## src/rtl/an_barrett_reduce_n13.sv

```systemverilog
// an_barrett_reduce_n13: 3-stage Barrett reduction of an AN (A=13) codeword into quotient mod 2^W_Q and residue,
// with valid/ready handshaking and a saturating count of words delivered with a nonzero residue.
module an_barrett_reduce_n13 #(
   parameter int A      = 13,
   parameter int W_CODE = 7,
   parameter int W_Q    = 3,
   parameter int W_R    = 4,
   parameter int K      = 10,
   parameter int M      = 78,
   parameter int W_CNT  = 16
) (
   input  logic              clk,
   input  logic              rst_n,
   input  logic              in_valid,
   output logic              in_ready,
   input  logic [W_CODE-1:0] in_code,
   output logic              out_valid,
   input  logic              out_ready,
   output logic [W_Q-1:0]    out_quotient,
   output logic [W_R-1:0]    out_residue,
   output logic              out_err,
   output logic [W_CNT-1:0]  err_count,
   input  logic              cnt_clear
);
   localparam int W_P  = W_CODE + 7;
   localparam int W_QE = W_P - K;
   localparam int W_RR = 5;

   logic              s1_valid, s2_valid;
   logic [W_CODE-1:0] s1_y;
   logic [W_P-1:0]    s1_p;
   logic [W_QE-1:0]   s2_q, q_est, q_fix;
   logic [W_RR-1:0]   s2_r, r_fix;
   logic              out_adv, s2_adv, s1_adv, corr;

   assign out_adv  = !out_valid | out_ready;
   assign s2_adv   = s2_valid & out_adv;
   assign s1_adv   = s1_valid & (!s2_valid | s2_adv);
   assign in_ready = !s1_valid | s1_adv;
   assign q_est    = W_QE'(s1_p >> K);
   // Barrett estimate is at most one short, so a single conditional subtract finishes the reduction
   assign corr     = s2_r >= W_RR'(A);
   assign q_fix    = s2_q + W_QE'(corr);
   assign r_fix    = s2_r - (corr ? W_RR'(A) : '0);

   always_ff @(posedge clk or negedge rst_n) begin
      if (!rst_n) begin
         s1_valid     <= 1'b0;
         s1_y         <= '0;
         s1_p         <= '0;
         s2_valid     <= 1'b0;
         s2_q         <= '0;
         s2_r         <= '0;
         out_valid    <= 1'b0;
         out_quotient <= '0;
         out_residue  <= '0;
         out_err      <= 1'b0;
         err_count    <= '0;
      end else begin
         if (in_ready) begin
            s1_valid <= in_valid;
            if (in_valid) begin
               s1_y <= in_code;
               s1_p <= W_P'(in_code) * W_P'(M);
            end
         end
         if (!s2_valid | s2_adv) begin
            s2_valid <= s1_valid;
            if (s1_valid) begin
               s2_q <= q_est;
               s2_r <= W_RR'(s1_y) - W_RR'(A) * W_RR'(q_est);
            end
         end
         if (out_adv) begin
            out_valid <= s2_valid;
            if (s2_valid) begin
               out_quotient <= W_Q'(q_fix);
               out_residue  <= W_R'(r_fix);
               out_err      <= r_fix != '0;
            end
         end
         if (cnt_clear)
            err_count <= '0;
         else if (out_valid & out_ready & out_err & ~&err_count)
            err_count <= err_count + 1'b1;
      end
   end
endmodule

```

## config.mk

```make
export PLATFORM = sky130hd
export DESIGN_NAME = an_barrett_reduce_n13
export DESIGN_NICKNAME = d
export VERILOG_FILES = /design/src/rtl/an_barrett_reduce_n13.sv
export SDC_FILE = /design/constraint.sdc
export NUM_CORES = 1
export LEC_CHECK = 0
export ABC_AREA = 1
export CORE_UTILIZATION = 45
export DETAILED_ROUTE_END_ITERATION = 7
export GPL_ROUTABILITY_DRIVEN = 0
export PLACE_DENSITY = 0.66
export SLEW_MARGIN = 20
export SYNTH_ARGS = -nofsm -noshare
export SYNTH_HDL_FRONTEND = slang
export SYNTH_SLANG_ARGS = --single-unit
```

## constraint.sdc

```tcl
create_clock -name clk -period 5 [get_ports clk]
set_clock_uncertainty 0.05 [all_clocks]
set_input_delay 1.25 -clock clk [delete_from_list [all_inputs] [get_ports clk]]
set_output_delay 1.25 -clock clk [all_outputs]
set_load 0.1 [all_outputs]
```

Word-level counts from Yosys, hierarchy flattened. Index checks and enable logic that the tools add are counted.

Register bits after elaboration: 53. Input port bits: 12. Output and inout bits: 26. Word-level logic and storage cells: 39.

$add $sub $neg: 4. Multipliers: 2. $lt $le $gt $ge: 1. Muxes and demuxes: 3. Bitwise gates (word level): 8. Reductions and logical operators: 10.

Operator list (number): 16-bit two-way mux (2); 16-bit by 1-bit adder with 16-bit output (second input constant) (1); 16-bit AND reduction (1); 7-bit by 6-bit multiplier with 13-bit output (second input constant) (1); 2-bit AND reduction (3); 1-bit bitwise AND (5); 5-bit by 4-bit >= comparator with 1-bit output (second input constant) (1); 4-bit by 4-bit multiplier with 5-bit output (first input constant) (1); 5-bit nonzero test (1); 5-bit by 4-bit subtractor with 5-bit output (1); 5-bit subtractor (1); 1-bit zero test (4); 4-bit two-way mux (1); 3-bit by 1-bit adder with 3-bit output (1); 1-bit OR (3); 2-bit nonzero test (1).

Logic depth before layout (Yosys ltp).
Depth after elaboration: 7. Gate-level depth with buffers: 16. Mapped depth without buffers: 16.

Worst setup path after synthesis. Ideal clock, no wire load.

Path kind: input port to flip-flop. From: input port in_code[4]. To: register s1_p[12]. Library setup time: 0.124 ns. Data arrival time: 3.540 ns. Required time: 4.826 ns. Path slack: 1.285 ns. Cell stages on the path: 14. Buffers on the path: 0. Cell sequence: inv_1 fa_1 inv_1 ha_1 fa_1 ha_1 nand2_1 nand2_1 a21oi_1 nand2_1 nand2_1 nand2_1 nand2_1 nand3_1.

Cells in the longest elaborated chain, start to end: 1.

Ends and longest elaborated chain: start, declared (RTL line 16) `input logic [W_CODE-1:0] in_code,`; 7-bit by 6-bit multiplier with 13-bit output (RTL line 64) `s1_p <= W_P'(in_code) * W_P'(M);`; end signal, assigned (RTL line 64); end, declared (RTL line 31) `logic [W_P-1:0] s1_p;`.

No other way between the ends. A chain may end at the register's enable or synchronous reset.

Worst setup path after layout. Same ends and word-level chain as after synthesis.

==> summary.md <==
| Metric | Value |
|---|---|
| Reg2reg setup slack | `2500 ps` |
| Tmin final | `4091 ps` |
| CP Cell Sequence | `clkdlybuf4s50_1 -> inv_1 -> fa_1 -> inv_1 -> ha_1 -> fa_1 -> ha_1 -> nand2_1 -> nand2_1 -> a21oi_1 -> nand2_1 -> nand2_1 -> nand2_1 -> nand2_1 -> nand3_1` |
| FILL cells | `677` |
| Crit path buf inv count | `3` |
| Setup crit start | `in_code[4]` |
| Final setup violation count | `0` |
| Area contributors post-synth | `dfrtp_1, nand2_1, ha_1` |
| Switch share | `0.5086` |
| Final Hold Fails | `0` |
| Die Wd | `87.69 um` |
| Lkg Pwr | `1.967 nW` |
| Total CTS buffers | `5` |
| Clock Pin Slew Worst Setup and Hold Paths | `90 ps` |
| Nets | `532` |
| Via Count | `2787` |
| # DRC | `0` |
| Vias in the first global route | `2674` |
| Height of the die | `87.69 um` |
| Setup Buffers After CTS | `0` |
| Clk Latency, worst-skew pair | `300 ps` |
| Post-synth top area cell | `dfrtp_1` |
| H-tree depth | `2` |
| Top_reg_cell synth | `dfrtp_1` |
| Port bufs | `37` |
| Initial antenna violation count | `0` |
| RSZ-0062 raised after global routing | `false` |
| Antenna viol nets, final | `0` |
| Period utilisation layout | `0.8182` |
| Most frequent cell after synthesis | `nand2_1` |
| Die ar. | `0.007690 mm2` |
| Crit Path Class | `in -> reg` |
| Hpwl dp | `5292 um` |
| Peak VDD IR | `0.1313 mV` |
| Critical Path End Type | `flip-flop` |
| Kind of cell adding the most delay to the critical path | `adder cells` |
| Setup WS pre-CTS | `597.7 ps` |
| Post-synth top cells | `nand2_1, inv_1, dfrtp_1` |
| Post-Synthesis Cells | `436` |
| Final TNS setup | `0 ps` |
| Synthesized area | `0.003304 mm2` |
| Least-Margin Pin Slew | `971.0 ps` |
| Io pins | `38` |
| Root buffer cell | `clkbuf_8` |
| Via density | `4.864` |
| Max Clk Rate | `244.4 MHz` |
| Synth Net Count | `492` |
| Iteration-0 DRC count of the detailed router | `65` |
| P_sw | `921.4 uW` |
| Max cap viols | `0` |
| Synth top area share | `0.3332` |
| Starting density of the core | `0.4759` |
| Synth async-reset ratio | `1.000` |
| Status | `finished clean` |
| Hold path depth | `2` |
| Pwr/cell area | `470.5 mW/mm2` |
| Worst R2R Start | `s1_y[2]` |
| Number of synthesized flops with an enable pin | `0` |
| Final WS setup | `908.8 ps` |
| Average wire per standard cell | `11.57 um` |
| Hold_sp | `out_quotient[0]` |
| Tot GR Track Use | `0.1951` |
| Comb pwr share | `0.593` |
| Hold endpoint | `out_quotient[0]` |
| Share of cells above drive strength 1 | `0.04193` |
| Row cnt | `30` |
| Cell variety after synth | `25` |
| Cells on worst reg2reg path | `11` |
| Critical path data required time | `5140 ps` |
| Area grow syn2layout | `16.55%` |
| N_diodes | `0` |
| Largest net degree at the start of global routing | `45` |
| Syn avg cell area | `7.579 um2` |
| CTS resizes | `0` |
| First drt pass iteration count | `4` |
| Core area | `0.006944 mm2` |
| CTS max path bufs | `2` |
| Largest stage delay, worst path | `550 ps` |
| Worst R2R End | `s2_r[4]` |
| WP data arrival | `4230 ps` |
| Worst setup SP type | `input port` |
| Cell Int Power | `890.4 uW` |
| Sequential area share after synthesis | `0.3332` |
| Slew HR | `0.3507` |
| GRT Residual Overflow | `0` |
| Routed Wire Length | `6631 um` |
| Crit-path max FO | `4` |
| Final-report max-slew violation count | `0` |
| Clk pwr share | `0.124` |
| Sequential group share of total power | `0.283` |
| Slowest-stage cell, CP | `fa_1` |
| Clock Sinks | `44` |
| # hold bufs at CTS | `0` |
| Seq cells post-synth | `44` |
| CTS tree | `done` |
| YS warnings | `0` |
| Worst Hold Class | `reg -> reg` |
| Crit path top cell by count | `nand2_1` |
| First-pass GRT wire length | `11760 um` |
per-layer routing:
metal / vias to the layer above / track usage / wire length, um
li1: 1461 / - / -
met1: 1265 / 0.2543 / 3224
met3: 12 / 0.03110 / 197
met4: 0 / 0.05961 / 117
met2: 49 / 0.3338 / 3091
met5: - / 0 / 0
how the worst max path moves through the flow:
stage / endpoint / slack [ps] / cells past startpoint
6_report: s1_p[12] / 910 / 15
3_3_place_gp: s1_p[12] / 700 / 15
2_1_floorplan: s1_p[12] / 1290 / 14
4_1_cts: s1_p[12] / 920 / 15
3_5_place_dp: s1_p[12] / 600 / 15
5_1_grt: s1_p[13] / 820 / 15
metrics by stage:
stage | hold slack (ps) | area, um2 | instances | power (mW) | util
2_1_floorplan | 402.8 | 3304 | 436 | 1.360 | -
3_3_place_gp | 416.3 | 3761 | 565 | 1.569 | 0.5416
3_5_place_dp | 421.8 | 3761 | 565 | 1.596 | 0.5416
4_1_cts | 444.3 | 3849 | 573 | 1.828 | 0.5542
5_1_grt | 465.1 | 3851 | 573 | 1.987 | 0.5546
6_report | 436.9 | 3851 | 573 | 1.812 | 0.5546
cells by family (layout without fill, tap and decap cells):
| logic type | count (synthesis) | after routing | share of synthesized area |
|---|---|---|---|
| buffers and inverters | 80 | 121 | 0.09428 |
| AOI/OAI and AO/OA | 46 | 46 | 0.07762 |
| and+or+nand+nor | 213 | 213 | 0.2817 |
| xor gates and xnor gates | 9 | 9 | 0.02385 |
| DFF | 44 | 44 | 0.3332 |
| adders and majority gates | 44 | 44 | 0.1893 |
worst min-delay path, cell delays in order (launching register included):
cell     delay, ps
dfrtp_1        350
nand2_1         50
nand2_1         50
sequential cells by signal, summed over array words and instances, names as in the netlist:
| name | count |
|---|---|
| s2_valid | 1 |
| out_residue | 4 |
| s2_r | 5 |
| out_err | 1 |
| s1_valid | 1 |
| s1_p | 4 |
| out_valid | 1 |
| out_quotient | 3 |
| s1_y | 5 |
| err_count | 16 |
| s2_q | 3 |
cell type report:
class                      count  area [um2]  area share
inverter                      76       285.3     0.07407
multi-input combinational    312        1892      0.4912
clock inverter                 3       18.77    0.004873
tap                           96       120.1     0.03119
sequential                    44        1101      0.2859
clock buffer                   5       68.82     0.01787
timing repair buffer          37       365.4     0.09487
power groups by stage:
stage | Clock, mW | Combinational, mW | Sequential (mW)
6_report | 0.225 | 1.07 | 0.513
5_1_grt | 0.249 | 1.21 | 0.526
4_1_cts | 0.231 | 1.08 | 0.515
3_5_place_dp | 0 | 1.07 | 0.521
3_3_place_gp | 0 | 1.05 | 0.519
2_1_floorplan | 0 | 0.588 | 0.772
cells in the final DEF (no fill, tap or decap), drive strengths merged:
master / n
o21bai: 6
nor2: 33
clkbuf: 5
xor2: 5
nand3: 30
dfrtp: 44
nand4: 13
clkdlybuf4s50: 35
o21ai: 30
nand2: 132
o31ai: 1
fa: 10
buf: 2
and3: 1
inv: 76
xnor2: 4
ha: 34
clkinv: 3
nand3b: 2
a31oi: 1
a21oi: 8
or2: 2
Power figures use the tool's default switching activity.
